File: src/rtl/riscv_pkg.sv
// Shared constants and types for the RV32I pipeline front end.
package riscv_pkg;

  localparam logic [31:0] RESET_PC  = 32'hBFC0_0000;
  localparam logic [31:0] NOP_INSTR = 32'h0000_0013;

  typedef struct packed {
    logic [31:0] instr;
    logic [31:0] pc;
    logic [31:0] pc_plus4;
    logic        valid;
  } if_id_t;

  typedef enum logic {FETCH = 1'b0, WAIT = 1'b1} fetch_state_t;

endpackage

File: src/rtl/pc_next_sel.sv
// Next fetch PC: redirect beats stall, stall/miss hold, otherwise sequential.
module pc_next_sel (
  input  logic [31:0] pc_i,
  input  logic        redirect_valid_i,
  input  logic [31:0] redirect_target_i,
  input  logic        stall_i,
  input  logic        ready_i,
  output logic [31:0] pc_next_o
);

  always_comb begin
    pc_next_o = pc_i + 32'd4;
    if (redirect_valid_i)
      pc_next_o = {redirect_target_i[31:2], 2'b00};
    else if (stall_i || !ready_i)
      pc_next_o = pc_i;
  end

endmodule

File: src/rtl/fetch_stage.sv
// Instruction fetch with IF/ID register, cache-miss wait tracking and redirect.
module fetch_stage #(
  parameter logic [31:0] RESET_PC  = riscv_pkg::RESET_PC,
  parameter logic [31:0] NOP_INSTR = riscv_pkg::NOP_INSTR
) (
  input  logic        clk,
  input  logic        rst_n,
  input  logic        stall_f,
  input  logic        flush_d,
  input  logic        redirect_valid,
  input  logic [31:0] redirect_target,
  output logic [31:0] imem_addr,
  output logic        imem_req,
  input  logic [31:0] imem_rdata,
  input  logic        imem_ready,
  output logic [31:0] instr_d,
  output logic [31:0] pc_d,
  output logic [31:0] pc_plus4_d,
  output logic        valid_d,
  output logic [31:0] miss_cycles
);
  import riscv_pkg::*;

  logic [31:0]  pc_f_q, pc_f_d;
  if_id_t       ifid_q, ifid_d;
  fetch_state_t state_q, state_d;
  logic [31:0]  miss_q, miss_d;

  pc_next_sel u_pc_next_sel (
    .pc_i              (pc_f_q),
    .redirect_valid_i  (redirect_valid),
    .redirect_target_i (redirect_target),
    .stall_i           (stall_f),
    .ready_i           (imem_ready),
    .pc_next_o         (pc_f_d)
  );

  // Bubbles leave pc/pc_plus4 untouched; only instr and valid matter downstream.
  always_comb begin
    ifid_d = ifid_q;
    if (flush_d || redirect_valid) begin
      ifid_d.instr = NOP_INSTR;
      ifid_d.valid = 1'b0;
    end else if (stall_f) begin
      ifid_d = ifid_q;
    end else if (!imem_ready) begin
      ifid_d.instr = NOP_INSTR;
      ifid_d.valid = 1'b0;
    end else begin
      ifid_d.instr    = imem_rdata;
      ifid_d.pc       = pc_f_q;
      ifid_d.pc_plus4 = pc_f_q + 32'd4;
      ifid_d.valid    = 1'b1;
    end
  end

  // A redirect always returns to FETCH so a late fill for the old PC is dropped.
  always_comb begin
    state_d = state_q;
    case (state_q)
      FETCH:   if (!imem_ready && !redirect_valid) state_d = WAIT;
      WAIT:    if (imem_ready || redirect_valid)   state_d = FETCH;
      default: state_d = FETCH;
    endcase
  end

  always_comb begin
    miss_d = miss_q;
    if (imem_req && !imem_ready && (miss_q != 32'hFFFF_FFFF))
      miss_d = miss_q + 32'd1;
  end

  always_ff @(posedge clk) begin
    if (!rst_n) begin
      pc_f_q          <= RESET_PC;
      ifid_q.instr    <= NOP_INSTR;
      ifid_q.pc       <= 32'd0;
      ifid_q.pc_plus4 <= 32'd4;
      ifid_q.valid    <= 1'b0;
      state_q         <= FETCH;
      miss_q          <= 32'd0;
    end else begin
      pc_f_q  <= pc_f_d;
      ifid_q  <= ifid_d;
      state_q <= state_d;
      miss_q  <= miss_d;
    end
  end

  assign imem_req    = rst_n;
  assign imem_addr   = pc_f_q;
  assign instr_d     = ifid_q.instr;
  assign pc_d        = ifid_q.pc;
  assign pc_plus4_d  = ifid_q.pc_plus4;
  assign valid_d     = ifid_q.valid;
  assign miss_cycles = miss_q;

endmodule

File: config.mk
export PLATFORM = sky130hd
export DESIGN_NAME = fetch_stage
export DESIGN_NICKNAME = d
export VERILOG_FILES = /design/src/rtl/riscv_pkg.sv /design/src/rtl/pc_next_sel.sv /design/src/rtl/fetch_stage.sv
export SDC_FILE = /design/constraint.sdc
export NUM_CORES = 1
export LEC_CHECK = 0
export ABC_AREA = 0
export ABC_CLOCK_PERIOD_IN_PS = 3400
export BUFFER_PORTS_ARGS = -buffer_cell sky130_fd_sc_hd__buf_2
export CAP_MARGIN = 20
export CORE_AREA = 2 2 169 105
export CTS_BUF_LIST = sky130_fd_sc_hd__clkbuf_8
export DETAILED_ROUTE_END_ITERATION = 12
export DIE_AREA = 0 0 171 107
export GPL_ROUTABILITY_DRIVEN = 1
export PLACE_DENSITY = 0.74
export RECOVER_POWER = 25
export SLEW_MARGIN = 20
export SYNTH_ARGS = -nofsm -noshare
export SYNTH_HDL_FRONTEND = slang
export SYNTH_SLANG_ARGS = --single-unit
File: constraint.sdc
create_clock -name clk -period 3.4 [get_ports clk]
set_input_delay 0.34 -clock clk [delete_from_list [all_inputs] [get_ports clk]]
set_output_delay 0.34 -clock clk [all_outputs]
set_load 0.005 [all_outputs]
## After elaboration in Yosys (flattened, before gate mapping)

Cells that the tools add are included.

| storage, ports and cells | value |
|---|---|
| register bits after elaboration | 161 |
| bits of input ports | 70 |
| output and inout bits | 162 |
| word-level logic and storage cells | 26 |

| cells by class | value |
|---|---|
| $add $sub $neg | 2 |
| equality and inequality tests | 2 |
| multiplexer cells | 4 |
| bitwise operators | 3 |
| reductions and logical operators | 8 |

Operators with widths:

| operator | count |
|---|---|
| 32-bit two-way mux | 3 |
| 32-bit by 1-bit adder with 32-bit output (second input constant) | 1 |
| 32-bit by 3-bit adder with 32-bit output (second input constant) | 1 |
| 32-bit inequality test (second input constant) | 1 |
| 2-bit OR reduction | 2 |
| 1-bit inverter | 3 |
| 3-bit AND reduction | 1 |
| 1-bit logical AND | 2 |
| 1-bit logical OR | 2 |
| 2-bit inequality test (second input constant) | 1 |
| 1-bit logical NOT | 1 |
| 1-bit two-way mux | 1 |

## Logic depth before layout (Yosys ltp)

Gate-level depths: netlist of run 1.

| logic depth | value |
|---|---|
| depth after elaboration | 4 |
| depth in mapped cells | 9 |
| depth with buffers taken out | 6 |

## By module

From an unflattened synthesis of run 1, not the netlist that was laid out.

| unflattened totals | value |
|---|---|
| cell total of the unflattened synthesis | 890 |
| area, all modules | 7302.0 sq um |

By module, submodules not included:

| module | instances | cells each | area an instance (sq um) | seq. area each (sq um) |
|---|---|---|---|---|
| fetch_stage | 1 | 718 | 6287.3 | 3183.1 |
| pc_next_sel | 1 | 172 | 1014.7 | 0.0 |

## Least setup slack after synthesis of run 1

OpenSTA, ideal clock, no wires.

| path | value |
|---|---|
| path kind | register to register |
| start | reg miss_q[0], in the netlist miss_cycles[0] |
| end | reg miss_q[30], in the netlist miss_cycles[30] |
| setup time | 0.071 ns |
| data arrival time | 1.836 ns |
| data required time | 3.329 ns |
| slack | 1.494 ns |
| stages on the path, launching flop included | 7 |
| path buffers | 1 |
| period minus slack after synthesis | 1.906 ns |
| cell sequence | dfxtp_1 -> ha_1 -> nand4_1 -> or3_4 -> buf_6 -> or4_1 -> a21oi_1 |

| between the ends | value |
|---|---|
| longest elaborated chain between the ends | 2 |
| elaborated cells on any way between the ends | 3 |
| those cells by class | add/sub (1); eq/ne (1); reduce/logical (1) |

Ends and longest elaborated chain:

| item | RTL line | text |
|---|---|---|
| start: declaration | fetch_stage.sv:27 | `logic [31:0] miss_q, miss_d;` |
| start signal: assignment | fetch_stage.sv:86 | `miss_q <= miss_d;` |
| branches (longest 2 deep; another with 32-bit by 1-bit adder with 32-bit output) | - |  |

Several ways; the timed one is not identified.
A chain may end at the register's enable or synchronous reset.

## Worst setup path after layout of run 1

| path | value |
|---|---|
| start | reg pc_f_q[5], in the netlist imem_addr[5] |
| end | reg pc_f_q[27], in the netlist imem_addr[27] |

| between the ends | value |
|---|---|
| longest elaborated chain between the ends | 3 |

Ends and longest elaborated chain:

| item | RTL line | text |
|---|---|---|
| start: declaration | fetch_stage.sv:24 | `logic [31:0] pc_f_q, pc_f_d;` |
| start signal: assignment | fetch_stage.sv:83 | `pc_f_q <= pc_f_d;` |
| 32-bit by 3-bit adder with 32-bit output | pc_next_sel.sv:12 | `pc_next_o = pc_i + 32'd4;` |
| 32-bit two-way mux | pc_next_sel.sv:15 | `else if (stall_i \|\| !ready_i)` |
| 32-bit two-way mux | pc_next_sel.sv:13 | `if (redirect_valid_i)` |

No other way between the ends. The select of a mux whose other input is x is not followed.

==> impl_metrics.json, run 1 <==
{
  "root_buffer": "clkbuf_8",
  "cts_max_level": 4,
  "synth_cell_types": 54,
  "drive_gt1_share_pct": 24.2,
  "placed_cell_area_um2": 8210,
  "finalCritPeriodShare_pct": 72.5,
  "power.total_mw": 3.78,
  "slowest_stage": "dfxtp_1",
  "leakage_nw": 3.42,
  "crit_family": "simple AND/OR/NAND/NOR gates",
  "dieArea_um2": 18300,
  "drtIter0Drc": 589,
  "cts_buffers": 17,
  "layout_commonest_cell": "buf_2",
  "synth_top_family_by_area": "simple AND/OR/NAND/NOR gates",
  "routed_via_density": 5.44,
  "drc": 0,
  "grt.total_usage_pct": 23.0,
  "maxSlewHeadroom_pct": 34.1,
  "ys_seq_elements": 155,
  "fmax_mhz": 406,
  "syn_area_um2": 7030,
  "seq_area_um2": 3100,
  "critPathMaxFanout": 17,
  "fin_cells": 1271,
  "final_cell_mix": "192 x buf_2, 155 x dfxtp_1, 96 x nand2_1",
  "tns_ns": 0,
  "clkLatencyLatePin_ns": 0.47,
  "start_util_pct": 41.9,
  "netlist_instances": 844,
  "grt_pass1_vias": 6145,
  "finalHoldViolCount": 0,
  "grt_remaining_overflow": 0,
  "dp_hpwl_mm": 14.8,
  "power_density_nw_per_um2": 440,
  "critical_path_buf_inv_count": 0,
  "fin_nets": 1095,
  "start_kind": "flip-flop",
  "first_pass_iters": 5,
  "maxCapViolations": 0,
  "synth_top_area_cell": "dfxtp_1",
  "outcome": "complete, no violations",
  "die_h_um": 107,
  "synthSimpleGateAreaFrac_pct": 24.1,
  "cts_sinks": 155,
  "via_count": 6918,
  "setup_viol": 0,
  "finClkSkew_ns": 0.0225,
  "fp.dieW_um": 171,
  "synth_compound_area_share_pct": 16.7,
  "dp.cells": 1237,
  "grt_max_degree": 89,
  "gp_congestion": 0.857,
  "syn2layout_area_growth_pct": 22.3,
  "antenna_found_initial": 2,
  "ir_drop_mv": 0.224,
  "synth_warnings": 0,
  "synthXorXnorAreaFrac_pct": 6.73,
  "port_buffers": 223,
  "synth_seq_area_share_pct": 44.1,
  "multiInputGateArea_um2": 3550,
  "cp.arrival_ns": 2.77,
  "ios": 232,
  "ctsResizeCount": 0,
  "coreArea_um2": 16800,
  "fin_area_um2": 8600,
  "syn_avg_cell_area_um2": 8.33,
  "wl_mm": 21.3,
  "fp-row-count": 37,
  "ys.flop_type": "dfxtp_1",
  "required_ns": 3.71,
  "critPathMaxStageDelay_ns": 0.56,
  "synthAdderAreaFrac_pct": 0.356,
  "synth_edf_count": 0,
  "async_reset_ff_share_pct": 0,
  "grt_pass1_wl_mm": 33.3,
  "path_clk_slew_ns": 0.09,
  "min_path_type": "in2reg",
  "synthMuxAreaShare_pct": 2.14,
  "clockBufferDepth": 2,
  "rsz0062_at_grt": "no",
  "cts_tree": "built",
  "slew_violations": 0,
  "ant_nets": 0,
  "path_cells": "and4_1 > nand4_2 > nor4_1 > mux2i_1 > a31oi_1",
  "netlist_top_cells_area": "dfxtp_1 44%, a21oi_1 5.4%, nand2_1 5.1%",
  "cp-end-kind": "flip-flop",
  "min_period_ns": 2.46,
  "synth_top_area_share_pct": 44.1,
  "worst_pin_slew_ns": 0.989,
  "n_fill_cell": 1655,
  "cts_setup_buffers": 0,
  "wl_per_cell_um": 16.8,
  "postCtsHoldBufs": 0,
  "path_class": "reg2reg"
}
[state kept, by name, indices dropped and copies added (netlist names)]
name	flops
valid_d	1
instr_d	32
pc_plus4_d	30
pc_d	30
miss_cycles	32
imem_addr	30
[tightest hold or removal path: cells and delay by family]
family / cells / cell delay (ns)
AND/OR/NAND/NOR: 1 / 0.07
buffers and inverters: 1 / 0.08
AO/OA/AOI/OAI: 1 / 0.05
[kinds of logic (layout without fill, tap and decap cells)]
kind of cell               Yosys count  count (layout)
muxes                               15              15
AOI/OAI and AO/OA                  194             194
xor gates and xnor gates            54              54
buffers and inverters               90             277
and+or+nand+nor                    333             333
other                                1               7
adders and majority gates            2               2
DFF                                155             155
[stage by stage]
step                worst slack [ns]  hold slack [ns]  util [%]
floorplan                       1.49            0.453         -
finish                         0.935            0.105      51.3
detailed placement              1.03            0.443      49.0
CTS                             1.02           0.0862      51.5
global placement                1.06            0.439      49.0
global route                   0.783           0.0882      51.3
[area by class of cell]
type / count / area share (%)
flip-flops and latches: 155 / 36.1
diodes: 1 / 0.0291
multi-input cells: 604 / 41.3
clock buffers: 17 / 2.72
clock inverters: 15 / 2.17
repair buffers: 235 / 13.8
inverters: 10 / 0.436
well taps: 234 / 3.40
[worst paths after layout]
kind	start	to	slack (ns)	cells past startpoint
setup / recovery	imem_addr[5]	imem_addr[27]	0.94	5
hold / removal	imem_rdata[31]	instr_d[31]	0.11	3
setup reg to reg	imem_addr[5]	imem_addr[27]	0.94	5
hold reg to reg	pc_d[26]	pc_d[26]	0.46	2
[power breakdown]
part           internal (mW)  switching (mW)
sequential              1.86          0.0717
combinational          0.138           0.187
clock                  0.741           0.780
total                   2.74            1.04
[synthesized netlist by cell type (all sizes together), types with 16 or more instances]
cell type and n:
nor2 83, a21oi 76, clkbuf 50, nand2 96
xor2 16, nand4 31, nand3 26, o21ai 38
xnor2 38, a22oi 29, a211oi 20, buf 30
dfxtp 155, nor3 16
[metal layers]
layer / up-vias / global-route usage [%] / wire [um]
met5: - / 0 / 13
met4: 2 / 7.45 / 239
met3: 24 / 4.76 / 1550
met2: 280 / 33.0 / 8860
met1: 3262 / 34.1 / 10600
li1: 3350 / - / -
No activity file was read; power rests on OpenSTA's default activity.
==> inputs of run 2 (changes only) <==
- ABC_CLOCK_PERIOD_IN_PS: 3400 -> 2500
- clock period: 3.4 -> 2.5 ns (I/O delays scaled with it)
==> run 2 against run 1 <==
  * Worst setup slack got worse by 0.71 ns
  * Via count increased by 0.91%
  * Sequential power increased by 35%
  * Global-route usage about the same
  * Clock-buffer cell count increased by 1
  * Critical path type unchanged
  * Largest power group unchanged
==> impl_metrics.json, run 2 (synthesis results as in run 1) <==
{
  "setup_slack_ns": 0.227,
  "critPathMaxFanout": 15,
  "setup_viol": 0,
  "dr_wl_met3_mm": 1.68,
  "die_h_um": 107,
  "layout_commonest_cell": "buf_2",
  "fp.dieW_um": 171,
  "dieArea_um2": 18300,
  "utilization_pct": 52.0,
  "ir_drop_mv": 0.248,
  "dp.cells": 1254,
  "cp.arrival_ns": 2.58,
  "gp_congestion": 0.876,
  "finalCritPeriodShare_pct": 90.9,
  "path_clk_slew_ns": 0.10,
  "min_period_ns": 2.27,
  "final_cell_mix": "180 x buf_2, 155 x dfxtp_1, 96 x nand2_1",
  "min_path_cells": 3,
  "power.total_mw": 5.17,
  "ant_nets": 0,
  "dr_wl_met2_mm": 8.85,
  "cts_max_level": 4,
  "cts_setup_buffers": 0,
  "cp-end-kind": "flip-flop",
  "worst_pin_slew_ns": 1.11,
  "placed_cell_area_um2": 8310,
  "cts_buffers": 17,
  "grt_remaining_overflow": 0,
  "min_from": "imem_rdata[9]",
  "r2r_slack_ns": 0.23,
  "leakage_nw": 3.46,
  "maxCapViolations": 0,
  "met1_length_mm": 10.7,
  "grt_pass1_wl_mm": 33.2,
  "rsz0062_at_grt": "no",
  "grt.total_usage_pct": 23.0,
  "min_to": "instr_d[9]",
  "first_pass_iters": 6,
  "clkLatencyLatePin_ns": 0.46,
  "ios": 232,
  "path_class": "reg2reg",
  "n_fill_cell": 1650,
  "cts_sinks": 155,
  "fin_nets": 1113,
  "reg2reg_depth": 5,
  "dp_hpwl_mm": 15.2,
  "routed_via_density": 5.41,
  "maxSlewHeadroom_pct": 26.2,
  "outcome": "complete, no violations",
  "worst_hold_slack_ns": 0.0273,
  "power_density_nw_per_um2": 593,
  "fin_area_um2": 8710,
  "drive_gt1_share_pct": 24.1,
  "start_util_pct": 41.9,
  "drc": 0,
  "fin_cells": 1290,
  "port_buffers": 223,
  "finClkSkew_ns": 0.0165,
  "coreArea_um2": 16800,
  "clockBufferDepth": 2,
  "root_buffer": "clkbuf_8",
  "cts_tree": "built",
  "via_count": 6981,
  "wl_mm": 21.4,
  "drtIter0Drc": 567,
  "finalHoldViolCount": 0,
  "tns_ns": 0,
  "antenna_found_initial": 3,
  "cp-startpoint": "miss_cycles[5]",
  "wl_per_cell_um": 16.6,
  "fmax_mhz": 440,
  "topRoutingLayerUsed": "met5",
  "ctsResizeCount": 0,
  "syn2layout_area_growth_pct": 23.9,
  "grt_pass1_vias": 6061,
  "required_ns": 2.81,
  "min_path_type": "in2reg",
  "r2r_end": "miss_cycles[11]",
  "start_kind": "flip-flop",
  "grt_max_degree": 54,
  "slew_violations": 0,
  "fp-row-count": 37,
  "post-place-ws_ns": 0.307,
  "reg2reg_from": "miss_cycles[5]"
}
## run 2: power by group
| group | internal (mW) | switching (mW) |
|---|---|---|
| sequential | 2.53 | 0.0754 |
| clock | 1.04 | 1.04 |
| combinational | 0.199 | 0.280 |
| total | 3.77 | 1.40 |
## run 2: metal layers
layer | up-vias | track usage [%]
met1 | 3303 | 34.6
met4 | 2 | 5.08
met5 | - | 0
met3 | 16 | 6.09
li1 | 3389 | -
met2 | 271 | 32.6
## run 2: what timing repair did
| action | CTS | global route |
|---|---|---|
| endpoints found under the setup margin | 0 | 0 |
| hold buffers | 2 | 0 |
| endpoints found under the hold margin | 2 | 0 |
## run 2: worst max-delay path by stage
stage                                  to  cells after the start  slack, ns
after floorplan           miss_cycles[30]                      6       0.59
after global placement    miss_cycles[23]                      5       0.37
after detailed placement  miss_cycles[23]                      5       0.31
after CTS                  miss_cycles[3]                      5       0.30
after global routing       pc_plus4_d[29]                      5       0.16
final                     miss_cycles[11]                      5       0.23
## run 2: worst max-delay path, cell delays in order, from the launching register on
cell	delay, ns
dfxtp_1	0.43
and3_1	0.47
and4_4	0.38
and3_1	0.57
or4_1	0.21
a21oi_1	0.06
## run 2: cell type report
| type | instances | area (um^2) | share of cell area (%) |
|---|---|---|---|
| clock buffer | 18 | 248 | 2.84 |
| antenna | 2 | 5.00 | 0.0575 |
| timing repair buffer | 253 | 1290 | 14.8 |
| inverter | 10 | 37.5 | 0.431 |
| tap | 234 | 293 | 3.36 |
| sequential | 155 | 3100 | 35.6 |
| multi-input combinational | 604 | 3550 | 40.7 |
| clock inverter | 14 | 183 | 2.10 |
==> inputs of run 3 (changes only) <==
- BUFFER_PORTS_ARGS: -buffer_cell sky130_fd_sc_hd__buf_2 -> not set
- DONT_BUFFER_PORTS: not set -> 1
- PLACE_DENSITY: 0.74 -> 0.63
- REMOVE_ABC_BUFFERS: not set -> 1
==> run 3 against run 2 <==
  * Clock power decreased by 10%
  * Worst setup slack got worse by 0.034 ns
  * Clock skew down 0.0021 ns
  * Clock-buffer cell count is 2 higher
  * First-iteration DRC count up 11%
  * Via count decreased by 5.3%
  * Cell count down 10%
  * Sequential share of layout area increased by 0.67 points
  * Global-route usage is 1.9 points higher
  * Critical path type unchanged
  * Critical endpoint is now imem_addr[28]
  * Largest power group unchanged
==> impl_metrics.json, run 3 (synthesis results as in run 1) <==
{
  "outcome": "complete, no violations",
  "leakage_nw": 2.89,
  "ir_drop_mv": 0.286,
  "p_seq_share_pct": 52.5,
  "gp_congestion": 0.876,
  "coreArea_um2": 16800,
  "start_kind": "flip-flop",
  "root_buffer": "clkbuf_8",
  "start_util_pct": 41.9,
  "p_int_mw": 3.70,
  "tns_ns": 0,
  "setup_viol": 0,
  "path_cells": "and4_1 > and3_1 > buf_4 > nand4_1 > a21oi_1 > o21ai_0 > dlygate4sd3_1",
  "antenna_found_initial": 0,
  "finalCritPeriodShare_pct": 92.3,
  "wl_per_cell_um": 19.4,
  "ant_nets": 0,
  "slowest_stage": "dfxtp_1",
  "power_density_nw_per_um2": 581,
  "layout_commonest_cell": "dfxtp_1",
  "switchingPower_mw": 1.27,
  "ios": 232,
  "worst_pin_slew_ns": 1.25,
  "required_ns": 2.84,
  "grt_pass1_wl_mm": 35.4,
  "path_clk_slew_ns": 0.08,
  "grt_remaining_overflow": 0,
  "fin_nets": 989,
  "drc": 0,
  "grt_util_met1_pct": 34.3,
  "utilization_pct": 51.0,
  "syn2layout_area_growth_pct": 21.7,
  "slew_violations": 0,
  "dieArea_um2": 18300,
  "maxSlewHeadroom_pct": 16.3,
  "finalHoldViolCount": 0,
  "via_count": 6608,
  "grtUsageMet3_pct": 8.56,
  "cts_setup_buffers": 0,
  "power.total_mw": 4.97,
  "crit_family": "buffers and inverters",
  "cts_tree": "built",
  "grt_max_degree": 58,
  "critical_path_buf_inv_count": 2,
  "cts_sinks": 155,
  "fmax_mhz": 434,
  "use_met2_pct": 36.1,
  "min_period_ns": 2.31,
  "maxCapViolations": 0,
  "critPathMaxFanout": 16,
  "routed_via_density": 5.70,
  "grt.total_usage_pct": 24.9,
  "fp.dieW_um": 171,
  "setup_slack_ns": 0.193,
  "drive_gt1_share_pct": 8.42,
  "finClkSkew_ns": 0.0143,
  "cts_buffers": 17,
  "grt_pass1_vias": 6283,
  "min_path_type": "in2reg",
  "die_h_um": 107,
  "switching_share_pct": 25.6,
  "wl_mm": 22.5,
  "cp-end-kind": "flip-flop",
  "clockBufferDepth": 2,
  "top_usage_layer": "met2",
  "cp.arrival_ns": 2.65,
  "dp_hpwl_mm": 14.2,
  "first_pass_iters": 7,
  "critPathMaxStageDelay_ns": 0.59,
  "path_class": "reg2reg",
  "drtIter0Drc": 627,
  "port_buffers": 0,
  "clkLatencyLatePin_ns": 0.45,
  "comb_power_share_pct": 9.8,
  "cts_max_level": 4,
  "rsz0062_at_grt": "no",
  "final_cell_mix": "154 x dfxtp_1, 96 x nand2_1, 91 x dlygate4sd3_1",
  "antenna_cells": 0,
  "clockPowerShare_pct": 37.7,
  "fp-row-count": 37,
  "post-place-ws_ns": 0.361
}
==> run 3: per-layer routing <==
metal | vias to the layer above | routed length, um
met1 | 3085 | 10100
met5 | - | 0
met4 | 0 | 545
met3 | 50 | 2300
met2 | 342 | 9470
li1 | 3131 | -
==> run 3: metrics by stage <==
step / std cells / cell area, um^2 / hold WS, ns
final: 1160 / 8550 / 0.0321
after floorplan: 769 / 6680 / 0.312
after detailed placement: 1040 / 7280 / 0.345
after global routing: 1160 / 8550 / 0.00704
after CTS: 1160 / 8580 / 0.00638
after global placement: 1040 / 7280 / 0.328
==> run 3: path summary, 6_finish.rpt <==
kind / start / end / slack, ns / cells after the start
worst min-delay path: imem_ready / miss_cycles[2] / 0.03 / 3
worst min register to register: pc_d[19] / pc_d[19] / 0.48 / 2
worst max-delay path: imem_addr[11] / imem_addr[28] / 0.19 / 7
worst max register to register: imem_addr[11] / imem_addr[28] / 0.19 / 7
==> run 3: area by class of cell <==
cell class	instances	area, um^2
fill	1552	8210
multi-input combinational	604	3550
sequential	155	3100
timing repair buffer	129	1190
tap	234	293
clock buffer	20	275
clock inverter	8	97.6
inverter	10	37.5
==> run 3: repair_timing <==
item,4_1_cts,5_1_grt
setup endpoints to repair,0,1
hold buffers,92,0
resized for setup,0,3
hold endpoints to repair,93,0
==> run 3: power groups by stage <==
stage | combinational [mW] | sequential, mW | clock [mW]
global route | 0.536 | 2.62 | 2.02
floorplan | 0.207 | 2.67 | 0
finish | 0.487 | 2.61 | 1.87
CTS | 0.480 | 2.61 | 1.91
detailed placement | 0.349 | 2.67 | 0
global placement | 0.346 | 2.67 | 0
==> run 3: worst min-delay path: cells and delay by family <==
kind,cells,cell delay [ns]
XOR/XNOR,1,0.13
AO/OA/AOI/OAI,1,0.03
AND/OR/NAND/NOR,1,0.04
